File: config.mk
export PLATFORM = sky130hd
export DESIGN_NAME = fetch_stage
export DESIGN_NICKNAME = d
export VERILOG_FILES = /design/src/rtl/mips_pkg.sv /design/src/rtl/if_id_reg.sv /design/src/rtl/fetch_stage.sv
export SDC_FILE = /design/constraint.sdc
export NUM_CORES = 1
export LEC_CHECK = 0
export ABC_AREA = 1
export BUFFER_PORTS_ARGS = -buffer_cell sky130_fd_sc_hd__buf_2
export CORE_ASPECT_RATIO = 1.1
export CORE_MARGIN = 8
export CORE_UTILIZATION = 45
export CTS_CLUSTER_DIAMETER = 200
export DETAILED_ROUTE_END_ITERATION = 6
export GPL_ROUTABILITY_DRIVEN = 0
export MAX_ROUTING_LAYER = met4
export PLACE_DENSITY = 0.74
export SLEW_MARGIN = 30
export SYNTH_ARGS = -nofsm -noshare
export SYNTH_HDL_FRONTEND = slang
export SYNTH_SLANG_ARGS = --single-unit
File: constraint.sdc
create_clock -name clk -period 6.2 [get_ports clk]
set_input_delay 0.93 -clock clk [delete_from_list [all_inputs] [get_ports clk]]
set_output_delay 0.93 -clock clk [all_outputs]
set_load 0.02 [all_outputs]
File: src/rtl/mips_pkg.sv
// Shared MIPS pipeline definitions: redirect-source encoding, reset/NOP
// constants and the IF/ID record carried between fetch and decode.
package mips_pkg;

  localparam int XLEN = 32;

  // Redirect source selected by the ID-stage controller when PCsrc is set.
  typedef enum logic [1:0] {
    JSEL_BRANCH = 2'b00,
    JSEL_JUMP   = 2'b01,
    JSEL_JR     = 2'b10,
    JSEL_RSVD   = 2'b11
  } jsel_e;

  // sll $0,$0,0 -- the canonical bubble.
  localparam logic [XLEN-1:0] NOP_INSTR = 32'h0000_0000;
  localparam logic [XLEN-1:0] RESET_PC  = 32'h0000_0000;

  typedef struct packed {
    logic [XLEN-1:0] instr;
    logic [XLEN-1:0] pc_plus4;
    logic            valid;
  } if_id_t;

endpackage

File: src/rtl/if_id_reg.sv
// IF/ID pipeline register. Stall holds every field; flush loads a bubble
// (NOP, valid=0) but still captures pc+4 so the record stays well formed.
// stall has priority over flush.
module if_id_reg
  import mips_pkg::*;
#(
  parameter logic [XLEN-1:0] NOP_VALUE = mips_pkg::NOP_INSTR
) (
  input  logic   clk,
  input  logic   rst,
  input  logic   stall_i,
  input  logic   flush_i,
  input  if_id_t d_i,
  output if_id_t q_o
);

  if_id_t reg_q;

  // Hold on stall, bubble on flush, otherwise capture the fetched record.
  always_ff @(posedge clk or posedge rst) begin
    if (rst) begin
      reg_q.instr    <= NOP_VALUE;
      reg_q.pc_plus4 <= '0;
      reg_q.valid    <= 1'b0;
    end else if (stall_i) begin
      reg_q <= reg_q;
    end else if (flush_i) begin
      reg_q.instr    <= NOP_VALUE;
      reg_q.pc_plus4 <= d_i.pc_plus4;
      reg_q.valid    <= 1'b0;
    end else begin
      reg_q <= d_i;
    end
  end

  assign q_o = reg_q;

endmodule

File: src/rtl/fetch_stage.sv
// IF stage: PC register, next-PC selection and the IF/ID register.
// Control contract with ID/hazard unit: stall is level-sensitive and wins
// over everything; a redirect (PCsrc) or flush (clr) presented during a
// stalled cycle is dropped and must be re-presented by ID once stall falls.
module fetch_stage
  import mips_pkg::*;
#(
  parameter logic [XLEN-1:0] RESET_PC  = mips_pkg::RESET_PC,
  parameter logic [XLEN-1:0] NOP_INSTR = mips_pkg::NOP_INSTR
) (
  input  logic            clk,
  input  logic            rst,
  input  logic            stall,
  input  logic            PCsrc,
  input  logic [1:0]      jsel,
  input  logic            clr,
  input  logic [XLEN-1:0] branch_target,
  input  logic [XLEN-1:0] jr_target,
  output logic [XLEN-1:0] imem_addr,
  input  logic [XLEN-1:0] imem_rdata,
  output logic [XLEN-1:0] instr_id,
  output logic [XLEN-1:0] pc_plus4_id,
  output logic            valid_id,
  output logic            PCinit
);

  logic [XLEN-1:0] pc_q, pc_d;
  logic [XLEN-1:0] pc_plus4;
  logic            pcinit_q;
  logic            armed_q;
  logic            redirect;
  logic            flush;
  if_id_t          if_id_d, if_id_q;

  // Target bits [1:0] are forced to zero, so they are deliberately dropped.
  logic unused_lsbs;
  assign unused_lsbs = ^{branch_target[1:0], jr_target[1:0]};

  // 32-bit add wraps FFFF_FFFC -> 0 naturally.
  assign pc_plus4 = pc_q + 32'd4;

  // While PCinit is high the controller's outputs are not yet meaningful.
  assign redirect = PCsrc & ~pcinit_q;
  assign flush    = clr & ~pcinit_q;

  // Next-PC selection: stall holds, redirect picks a target, else sequential.
  always_comb begin
    pc_d = pc_plus4;
    if (stall) begin
      pc_d = pc_q;
    end else if (redirect) begin
      case (jsel)
        JSEL_BRANCH: pc_d = {branch_target[XLEN-1:2], 2'b00};
        JSEL_JUMP:   pc_d = {if_id_q.pc_plus4[XLEN-1:28], if_id_q.instr[25:0], 2'b00};
        JSEL_JR:     pc_d = {jr_target[XLEN-1:2], 2'b00};
        default:     pc_d = pc_plus4;
      endcase
    end
  end

  // PC register.
  always_ff @(posedge clk or posedge rst) begin
    if (rst) pc_q <= RESET_PC;
    else     pc_q <= pc_d;
  end

  // PCinit: high out of reset, survives the first edge, clears on the second.
  always_ff @(posedge clk or posedge rst) begin
    if (rst) begin
      pcinit_q <= 1'b1;
      armed_q  <= 1'b0;
    end else begin
      armed_q <= 1'b1;
      if (armed_q) pcinit_q <= 1'b0;
    end
  end

  always_comb begin
    if_id_d          = '0;
    if_id_d.instr    = imem_rdata;
    if_id_d.pc_plus4 = pc_plus4;
    if_id_d.valid    = 1'b1;
  end

  if_id_reg #(
    .NOP_VALUE (NOP_INSTR)
  ) u_if_id (
    .clk     (clk),
    .rst     (rst),
    .stall_i (stall),
    .flush_i (flush),
    .d_i     (if_id_d),
    .q_o     (if_id_q)
  );

  assign imem_addr   = pc_q;
  assign instr_id    = if_id_q.instr;
  assign pc_plus4_id = if_id_q.pc_plus4;
  assign valid_id    = if_id_q.valid;
  assign PCinit      = pcinit_q;

endmodule
* After elaboration in Yosys (flattened, before gate mapping)
Index checks and enable logic that the tools add are counted.
** Cells by class
- Equal/unequal tests :: 2
- Muxes and demuxes :: 3
- Add/sub/neg operators :: 1
- Bitwise logic cells :: 3
- Reduce and logical (&&, ||, !) cells :: 1
** Operators by type and width (number)
- 32-bit case mux with 3 select lines :: 1
- 65-bit two-way mux :: 1
- 32-bit by 3-bit adder with 32-bit output (second input constant) :: 1
- 32-bit two-way mux :: 1
- 1-bit bitwise AND :: 2
- 2-bit by 1-bit equality test with 1-bit output (second input constant) :: 1
- 2-bit equality test (second input constant) :: 1
- 2-bit logical NOT :: 1
- 1-bit NOT :: 1
** Word-level totals
- Output and inout bits :: 98
- Input port bits :: 103
- Register bits after elaboration :: 99

* Depth between registers and ports, before layout
Gate-level depths: netlist of run 1.
- Depth after elaboration :: 3
- Mapped depth :: 10
- Gate-level depth less buffers :: 10

* Modules after synthesis
Synthesis of run 1 repeated with hierarchy kept, for this count alone.
** Second synthesis, totals
- Cells, all modules :: 793
- Area total of the unflattened synthesis :: 5566.6 sq um
** Modules (own cells, without submodules)
- fetch_stage :: instances 1, area an instance 3024.2 sq um, cells an instance 517
- if_id_reg :: instances 1, area an instance 2542.4 sq um, cells an instance 276

* Least setup slack after synthesis of run 1
No wires, ideal clock.
- Path kind :: input to register
- Start :: input jsel[1]
- End :: register pc_q[9], in the netlist imem_addr[9]
- Arrival :: 1.766 ns
- Required time :: 6.082 ns
- Stages on the path :: 8
- Path slack :: 4.316 ns
- Path through :: buf_2 nand2_1 nand3_2 buf_2 a21oi_1 o211ai_1 nand3_1 nand2_1
** Between the ends
- Longest elaborated chain between the ends :: 3
** Ends and longest elaborated chain
- from (decl) :: RTL line fetch_stage.sv:15 : input logic [1:0] jsel,
- 2-bit equality test (tied with other cells) :: RTL line fetch_stage.sv:52 : case (jsel)
- 32-bit case mux with 3 select lines * :: RTL line fetch_stage.sv:52
- 32-bit two-way mux * :: RTL line fetch_stage.sv:51 : end else if (redirect) begin
- to (signal assigned) :: RTL line fetch_stage.sv:64 : else pc_q <= pc_d;
- to (decl) :: RTL line fetch_stage.sv:27 : logic [XLEN-1:0] pc_q, pc_d;
Every way passes the cells marked *; elsewhere a longest branch is shown, timed or not.
A chain may end at the register's enable or synchronous reset.

* Final worst setup path of run 1
- Start :: input jsel[0]
- End :: register pc_q[8], in the netlist imem_addr[8]
Same word-level chain as after synthesis.

==> impl_metrics.prom, run 1 <==
# TYPE chip_impl_metric gauge
chip_impl_info{name="outcome",value="finished, final reports clean"} 1
chip_impl_metric{name="drt_first_pass_iters",unit=""} 5
chip_impl_metric{name="vdd_ir_drop_max",unit="mV"} 0.164
chip_impl_metric{name="setup_tns",unit="ns"} 0
chip_impl_info{name="rsz0062_at_grt",value="false"} 1
chip_impl_metric{name="floorplan.initialDensity",unit=""} 0.464
chip_impl_metric{name="drt_iter0_markers",unit=""} 397
chip_impl_metric{name="max_slew.worst_pin.slew",unit="ns"} 0.991
chip_impl_metric{name="setup-violations-final",unit=""} 0
chip_impl_metric{name="std_cell_rows",unit=""} 41
chip_impl_metric{name="post-cts-setup-buffers",unit=""} 0
chip_impl_metric{name="route.antenna.remaining_nets",unit=""} 0
chip_impl_metric{name="worstSkewPairLatency",unit="ns"} 0.34
chip_impl_metric{name="die_w",unit="um"} 120
chip_impl_metric{name="synth.cell_area",unit="um^2"} 5350
chip_impl_metric{name="dp_hpwl",unit="um"} 13300
chip_impl_metric{name="worst-r2r-setup-slack",unit="ns"} 4.22
chip_impl_metric{name="core-area",unit="um^2"} 11500
chip_impl_metric{name="via_count_of_the_first_global_routing_pass",unit=""} 5536
chip_impl_metric{name="final_period_minus_worst_setup_slack",unit="ns"} 2.81
chip_impl_metric{name="final-hold-violation-count",unit=""} 0
chip_impl_metric{name="syn2layout_area_growth",unit="%"} 24.6
chip_impl_metric{name="r2r_cells",unit=""} 6
chip_impl_metric{name="fin_worst_skew",unit="ns"} 0.00838
chip_impl_metric{name="timing.hold.ws",unit="ns"} 0.363
chip_impl_metric{name="drc",unit=""} 0
chip_impl_info{name="start_kind",value="primary input"} 1
chip_impl_info{name="clock_tree_from_tritoncts",value="yes"} 1
chip_impl_metric{name="io_pins",unit=""} 201
chip_impl_info{name="worstSetupPathType",value="primary input to flip-flop"} 1
chip_impl_metric{name="floorplan.die_area",unit="um^2"} 15600
chip_impl_metric{name="path_clk_slew",unit="ns"} 0.07
chip_impl_metric{name="postSynthAreaPerCell",unit="um^2"} 7.04
chip_impl_metric{name="relSlewSlack",unit=""} 0.339
chip_impl_info{name="whs_endpoint",value="PCinit"} 1
chip_impl_metric{name="cts_inserted_buffers",unit=""} 9
chip_impl_metric{name="timing.fmax",unit="MHz"} 356
chip_impl_metric{name="holdPathStages",unit=""} 1
chip_impl_metric{name="ys_ff_latch",unit=""} 95
chip_impl_metric{name="grt_pass1_wl",unit="um"} 28500
chip_impl_metric{name="cts_num_sinks",unit=""} 95
chip_impl_metric{name="cts.path.max_buffers",unit=""} 2
chip_impl_metric{name="chip_height",unit="um"} 130
chip_impl_metric{name="vias",unit=""} 5665
chip_impl_info{name="min_from",value="armed_q"} 1
chip_impl_metric{name="yosys_warnings",unit=""} 0
chip_impl_metric{name="finalCritPeriodShare",unit=""} 0.453
chip_impl_metric{name="grt_antenna_before_repair",unit=""} 1
chip_impl_metric{name="totalWireLength",unit="um"} 18000
chip_impl_metric{name="final-max-slew-violation-count",unit=""} 0
chip_impl_info{name="timing.critical_path.to_type",value="flip-flop"} 1
chip_impl_info{name="timing.hold.worst.class",value="flip-flop to flip-flop"} 1
chip_impl_metric{name="post_route_cells_drive_above_1_share",unit=""} 0.259
chip_impl_metric{name="worst-endpoint-required",unit="ns"} 6.49
chip_impl_metric{name="io_buffer_count",unit=""} 192
chip_impl_info{name="worst_r2r_startpoint",value="PCinit"} 1
chip_impl_info{name="r2r_end",value="imem_addr[2]"} 1
chip_impl_metric{name="ys_seq_area_frac",unit=""} 0.444
chip_impl_metric{name="synth_cell_types",unit=""} 32
chip_impl_metric{name="ctsHoldBuffers",unit=""} 0
chip_impl_metric{name="syn_inst",unit=""} 760
chip_impl_metric{name="grt_start_max_net_pins",unit=""} 80
chip_impl_metric{name="viasPerCell",unit=""} 5.23
chip_impl_metric{name="power.leakage",unit="nW"} 3.49
chip_impl_info{name="cts_root_buffer",value="sky130_fd_sc_hd__clkbuf_16"} 1
chip_impl_metric{name="total_congestion_overflow_after_global_routing",unit=""} 0
chip_impl_metric{name="p_per_area",unit="nW/um^2"} 276
chip_impl_metric{name="cts.repair.resized",unit=""} 0
chip_impl_metric{name="routed_wire_length_per_instance",unit="um"} 16.6
chip_impl_metric{name="cp_max_fo",unit=""} 31
chip_impl_metric{name="filler_cell_count",unit=""} 1166
chip_impl_metric{name="grtUsageTotal",unit=""} 0.237
chip_impl_metric{name="num-nets-final",unit=""} 1031
chip_impl_metric{name="timing.max_cap.violations",unit=""} 0
chip_impl_metric{name="worstPathArrival",unit="ns"} 3.09
chip_impl_metric{name="clock_tree.htree_level_count",unit=""} 3
[sequential cells by signal, summed over array words and instances (netlist names)]
name,cells
u_if_id.q_o,63
armed_q,1
PCinit,1
imem_addr,30
[Yosys cell counts]
cell,n,area (um^2)
sky130_fd_sc_hd__a21oi_1,28,140
sky130_fd_sc_hd__a31oi_1,24,150
sky130_fd_sc_hd__buf_1,4,15.0
sky130_fd_sc_hd__buf_2,11,55.1
sky130_fd_sc_hd__buf_4,5,37.5
sky130_fd_sc_hd__buf_6,1,11.3
sky130_fd_sc_hd__clkbuf_1,23,86.3
sky130_fd_sc_hd__conb_1,2,7.51
sky130_fd_sc_hd__dfrtp_1,94,2350
sky130_fd_sc_hd__dfstp_2,1,26.3
sky130_fd_sc_hd__ha_1,1,12.5
sky130_fd_sc_hd__inv_1,39,146
sky130_fd_sc_hd__inv_2,4,15.0
sky130_fd_sc_hd__nand2_1,296,1110
sky130_fd_sc_hd__nand2_2,5,31.3
sky130_fd_sc_hd__nand2_4,1,11.3
sky130_fd_sc_hd__nand3_1,107,536
sky130_fd_sc_hd__nand3_2,2,20.0
sky130_fd_sc_hd__nand3b_1,1,7.51
sky130_fd_sc_hd__nand4_1,1,6.26
sky130_fd_sc_hd__nor2_1,50,188
sky130_fd_sc_hd__nor2_2,8,50.1
sky130_fd_sc_hd__nor2_4,2,22.5
sky130_fd_sc_hd__nor3_1,1,5.00
sky130_fd_sc_hd__nor3b_1,1,7.51
sky130_fd_sc_hd__o211ai_1,7,52.6
sky130_fd_sc_hd__o21ai_0,24,120
sky130_fd_sc_hd__o21ai_1,5,25.0
sky130_fd_sc_hd__o21ai_2,2,17.5
sky130_fd_sc_hd__o22ai_1,1,6.26
sky130_fd_sc_hd__xnor2_1,3,26.3
sky130_fd_sc_hd__xor2_1,6,52.6
[cell families (layout without fill, tap and decap cells)]
kind of cell / count (synthesis) / in the layout / synth area share
adders and majority gates: 1 / 1 / 0.00234
buffers and inverters: 87 / 256 / 0.0685
DFF: 95 / 95 / 0.444
AOI/OAI and AO/OA: 91 / 91 / 0.0956
and+or+nand+nor: 475 / 475 / 0.373
xor gates and xnor gates: 9 / 9 / 0.0147
other: 2 / 6 / 0.00140
[power breakdown]
group	internal (mW)	switching [mW]	total [mW]
registers	0.700	0.0829	0.782
logic	0.157	0.319	0.477
clock network	0.334	0.250	0.584
total	1.19	0.652	1.84
[layout by cell type (no fill, tap or decap), types with 3 or more instances in the layout]
cell	netlist	final
sky130_fd_sc_hd__nor2_1	50	49
sky130_fd_sc_hd__xor2_1	6	6
sky130_fd_sc_hd__inv_2	4	4
sky130_fd_sc_hd__buf_4	5	5
sky130_fd_sc_hd__clkbuf_16	0	9
sky130_fd_sc_hd__a21oi_1	28	28
sky130_fd_sc_hd__dfrtp_1	94	94
sky130_fd_sc_hd__inv_1	39	38
sky130_fd_sc_hd__nand3_1	107	107
sky130_fd_sc_hd__nand2_1	296	295
sky130_fd_sc_hd__xnor2_1	3	3
sky130_fd_sc_hd__nor2_2	8	9
sky130_fd_sc_hd__o21ai_1	5	5
sky130_fd_sc_hd__conb_1	2	5
sky130_fd_sc_hd__nand2_2	5	6
sky130_fd_sc_hd__o211ai_1	7	7
sky130_fd_sc_hd__o21ai_0	24	24
sky130_fd_sc_hd__buf_2	11	191
sky130_fd_sc_hd__a31oi_1	24	24
[critical path: stages]
cell and delay (ns):
sky130_fd_sc_hd__buf_2 0.14, sky130_fd_sc_hd__inv_2 0.24, sky130_fd_sc_hd__nor2_2 0.83, sky130_fd_sc_hd__inv_1 0.34
sky130_fd_sc_hd__o21ai_0 0.38, sky130_fd_sc_hd__o211ai_1 0.15, sky130_fd_sc_hd__nand2_1 0.08
[per-layer routing]
metal / global-route usage / vias up / part of all wire
li1: - / 2790 / -
met1: 0.294 / 2629 / 0.43
met2: 0.386 / 223 / 0.48
met3: 0.0408 / 23 / 0.066
met4: 0.0831 / 0 / 0.018
met5: - / - / 0
[worst max path at each step]
stage / depth (start not counted) / startpoint / to / slack, ns
2_1_floorplan: 1 / rst / armed_q / 2.79
3_3_place_gp: 7 / jsel[0] / imem_addr[8] / 3.12
3_5_place_dp: 7 / jsel[0] / imem_addr[8] / 3.08
4_1_cts: 7 / jsel[0] / imem_addr[8] / 3.43
5_1_grt: 7 / jsel[0] / imem_addr[8] / 3.28
6_report: 7 / jsel[0] / imem_addr[8] / 3.39
[area by class of cell]
cell class,count,area [um^2],share of cell area
timing repair buffer,197,1000,0.151
sequential,95,2380,0.357
inverter,43,164,0.0246
clock buffer,11,253,0.0379
clock inverter,5,56.3,0.00844
antenna,1,2.50,0.000375
multi-input combinational,581,2620,0.393
tap,150,188,0.0281
[per-stage QoR]
stage                     utilization  cell area (um^2)  std cells  worst slack [ns]  power [mW]
after floorplan                     -              5360        763              2.79        1.08
after global placement          0.550              6350       1066              3.12        1.26
after detailed placement        0.550              6350       1066              3.08        1.27
after CTS                       0.577              6660       1082              3.43        1.85
after global routing            0.578              6670       1083              3.28        1.94
final                           0.578              6670       1083              3.39        1.84
No activity file was read; power rests on OpenSTA's default activity.
==> run 2, diff against run 1 <==
==> constraint.sdc (replaced) <==
create_clock -name clk -period 2.9 [get_ports clk]
set_input_delay 0.435 -clock clk [delete_from_list [all_inputs] [get_ports clk]]
set_output_delay 0.435 -clock clk [all_outputs]
set_load 0.02 [all_outputs]
==> run 2 against run 1 <==
Setup slack worse by 2.5 ns; cell area grew 1.0%; clock power grew 110%; highest routed layer unchanged.
==> impl_metrics.prom, run 2 (same netlist as run 1, synthesis figures left out) <==
# TYPE chip_impl_metric gauge
chip_impl_info{name="outcome",value="finished, final reports clean"} 1
chip_impl_metric{name="totalWireLength",unit="um"} 18000
chip_impl_metric{name="chip_height",unit="um"} 130
chip_impl_metric{name="fin_worst_skew",unit="ns"} 0.00699
chip_impl_metric{name="path_clk_slew",unit="ns"} 0.07
chip_impl_metric{name="max_reg_flops",unit=""} 63
chip_impl_metric{name="power.leakage",unit="nW"} 3.53
chip_impl_metric{name="routed_wire_length_per_instance",unit="um"} 16.5
chip_impl_metric{name="vdd_ir_drop_max",unit="mV"} 0.278
chip_impl_info{name="crit_path_cell_trace",value="inv_1 > nand3_2 > buf_4 > a21oi_1 > a31oi_1 > nand2_1 > nand2_1"} 1
chip_impl_metric{name="critical_path.n_buffers_inverters",unit=""} 2
chip_impl_info{name="clock_tree_from_tritoncts",value="yes"} 1
chip_impl_metric{name="worstPathArrival",unit="ns"} 2.29
chip_impl_metric{name="post-cts-setup-buffers",unit=""} 0
chip_impl_metric{name="timing.max_cap.violations",unit=""} 0
chip_impl_info{name="timing.hold.worst.class",value="primary input to asynchronous set/reset pin"} 1
chip_impl_metric{name="setup-violations-final",unit=""} 0
chip_impl_metric{name="route.antenna.remaining_nets",unit=""} 0
chip_impl_metric{name="cts.repair.resized",unit=""} 0
chip_impl_metric{name="slowest_delay",unit="ns"} 0.53
chip_impl_metric{name="final_period_minus_worst_setup_slack",unit="ns"} 2.00
chip_impl_metric{name="clock_tree.htree_level_count",unit=""} 3
chip_impl_metric{name="layout.area.seq",unit="um^2"} 2380
chip_impl_info{name="rsz0062_at_grt",value="false"} 1
chip_impl_metric{name="floorplan.die_area",unit="um^2"} 15600
chip_impl_metric{name="worstSkewPairLatency",unit="ns"} 0.34
chip_impl_metric{name="cts_inserted_buffers",unit=""} 9
chip_impl_info{name="layout_commonest_cell",value="sky130_fd_sc_hd__nand2_1"} 1
chip_impl_metric{name="setup_tns",unit="ns"} 0
chip_impl_info{name="critPathTopFamily",value="simple AND/OR/NAND/NOR gates"} 1
chip_impl_metric{name="ctsHoldBuffers",unit=""} 0
chip_impl_metric{name="filler_cell_count",unit=""} 1125
chip_impl_metric{name="cp_max_fo",unit=""} 25
chip_impl_metric{name="grt_pass1_wl",unit="um"} 28900
chip_impl_info{name="timing.critical_path.to_type",value="flip-flop"} 1
chip_impl_metric{name="cts_num_sinks",unit=""} 95
chip_impl_metric{name="grt_start_max_net_pins",unit=""} 61
chip_impl_metric{name="dp_hpwl",unit="um"} 13800
chip_impl_metric{name="io_pins",unit=""} 201
chip_impl_info{name="crit_path_top_delay_cell",value="sky130_fd_sc_hd__dfstp_2"} 1
chip_impl_metric{name="drc",unit=""} 0
chip_impl_info{name="path_common_cell",value="sky130_fd_sc_hd__nand2_1"} 1
chip_impl_metric{name="timing.fmax",unit="MHz"} 499
chip_impl_info{name="worst_r2r_startpoint",value="PCinit"} 1
chip_impl_metric{name="floorplan.initialDensity",unit=""} 0.464
chip_impl_metric{name="via_count_of_the_first_global_routing_pass",unit=""} 5715
chip_impl_metric{name="multi_input_comb_area",unit="um^2"} 2620
chip_impl_metric{name="max_slew.worst_pin.slew",unit="ns"} 0.748
chip_impl_metric{name="grtUsageTotal",unit=""} 0.238
chip_impl_metric{name="die_w",unit="um"} 120
chip_impl_metric{name="cts.path.max_buffers",unit=""} 2
chip_impl_metric{name="std_cell_rows",unit=""} 41
chip_impl_info{name="cts_root_buffer",value="sky130_fd_sc_hd__clkbuf_16"} 1
chip_impl_metric{name="worst-r2r-setup-slack",unit="ns"} 0.90
chip_impl_info{name="start_kind",value="flip-flop"} 1
chip_impl_metric{name="post_route_cells_drive_above_1_share",unit=""} 0.263
chip_impl_metric{name="viasPerCell",unit=""} 5.28
chip_impl_metric{name="worst-endpoint-required",unit="ns"} 3.18
chip_impl_metric{name="relSlewSlack",unit=""} 0.501
chip_impl_metric{name="syn2layout_area_growth",unit="%"} 25.9
chip_impl_info{name="r2r_end",value="imem_addr[16]"} 1
chip_impl_metric{name="p_per_area",unit="nW/um^2"} 582
chip_impl_metric{name="finalCritPeriodShare",unit=""} 0.691
chip_impl_metric{name="num-nets-final",unit=""} 1039
chip_impl_metric{name="final-hold-violation-count",unit=""} 0
chip_impl_metric{name="io_buffer_count",unit=""} 192
chip_impl_metric{name="final-max-slew-violation-count",unit=""} 0
chip_impl_metric{name="total_congestion_overflow_after_global_routing",unit=""} 0
chip_impl_metric{name="antennaDiodeCount",unit=""} 0
chip_impl_info{name="layout_common_cells",value="296 x sky130_fd_sc_hd__nand2_1, 191 x sky130_fd_sc_hd__buf_2, 107 x sky130_fd_sc_hd__nand3_1, 94 x sky130_fd_sc_hd__dfrtp_1, 49 x sky130_fd_sc_hd__nor2_1"} 1
chip_impl_metric{name="grt_antenna_before_repair",unit=""} 0
chip_impl_metric{name="r2r_cells",unit=""} 7
chip_impl_metric{name="vias",unit=""} 5750
chip_impl_metric{name="core-area",unit="um^2"} 11500
chip_impl_metric{name="drt_first_pass_iters",unit=""} 5
chip_impl_info{name="worstSetupPathType",value="flip-flop to flip-flop"} 1
chip_impl_metric{name="post_route_utilization",unit=""} 0.584
chip_impl_metric{name="drt_iter0_markers",unit=""} 431
run 2: report_power, final:
group / switching, mW / total [mW] / internal [mW]
clock network: 0.521 / 1.21 / 0.693
registers: 0.178 / 1.67 / 1.50
logic: 0.688 / 1.03 / 0.346
total: 1.39 / 3.92 / 2.54
run 2: worst reg2reg max path, delay by kind of cell (launching register included):
| family | cells | cell delay (ns) |
|---|---|---|
| buffers and inverters | 2 | 0.42 |
| AND/OR/NAND/NOR | 3 | 0.61 |
| flip-flops | 1 | 0.53 |
| AO/OA/AOI/OAI | 2 | 0.40 |
run 2: through the flow:
| stage | hold slack [ns] | setup slack [ns] | power [mW] | instances | instance area [um^2] |
|---|---|---|---|---|---|
| 6_report | 0.207 | 0.896 | 3.92 | 1090 | 6740 |
| 5_1_grt | 0.264 | 0.776 | 4.14 | 1090 | 6740 |
| 4_1_cts | 0.233 | 0.926 | 3.95 | 1090 | 6740 |
| 3_5_place_dp | 0.364 | 0.694 | 2.74 | 1074 | 6440 |
| 3_3_place_gp | 0.347 | 0.700 | 2.71 | 1074 | 6440 |
| 2_1_floorplan | 0.344 | 1.33 | 2.32 | 763 | 5370 |
run 2: layout make-up:
cell class,count,area share
timing repair buffer,205,0.161
tap,150,0.0279
clock buffer,11,0.0360
sequential,95,0.353
inverter,43,0.0245
clock inverter,5,0.00836
multi-input combinational,581,0.389
run 2: worst max-delay path by stage:
stage / cells after the start / endpoint / startpoint / slack (ns)
2_1_floorplan: 10 / imem_addr[24] / imem_addr[3] / 1.33
3_3_place_gp: 8 / imem_addr[17] / jsel[1] / 0.70
3_5_place_dp: 8 / imem_addr[16] / jsel[1] / 0.69
4_1_cts: 7 / imem_addr[16] / PCinit / 0.93
5_1_grt: 7 / imem_addr[12] / PCinit / 0.78
6_report: 7 / imem_addr[16] / PCinit / 0.90
run 2: per-layer routing:
metal,part of all wire,vias up,track usage,wire [um]
met5,0,-,-,0
li1,-,2808,-,-
met3,0.080,42,0.0485,1440
met4,0.029,0,0.0860,523
met1,0.42,2663,0.298,7470
met2,0.47,237,0.379,8510
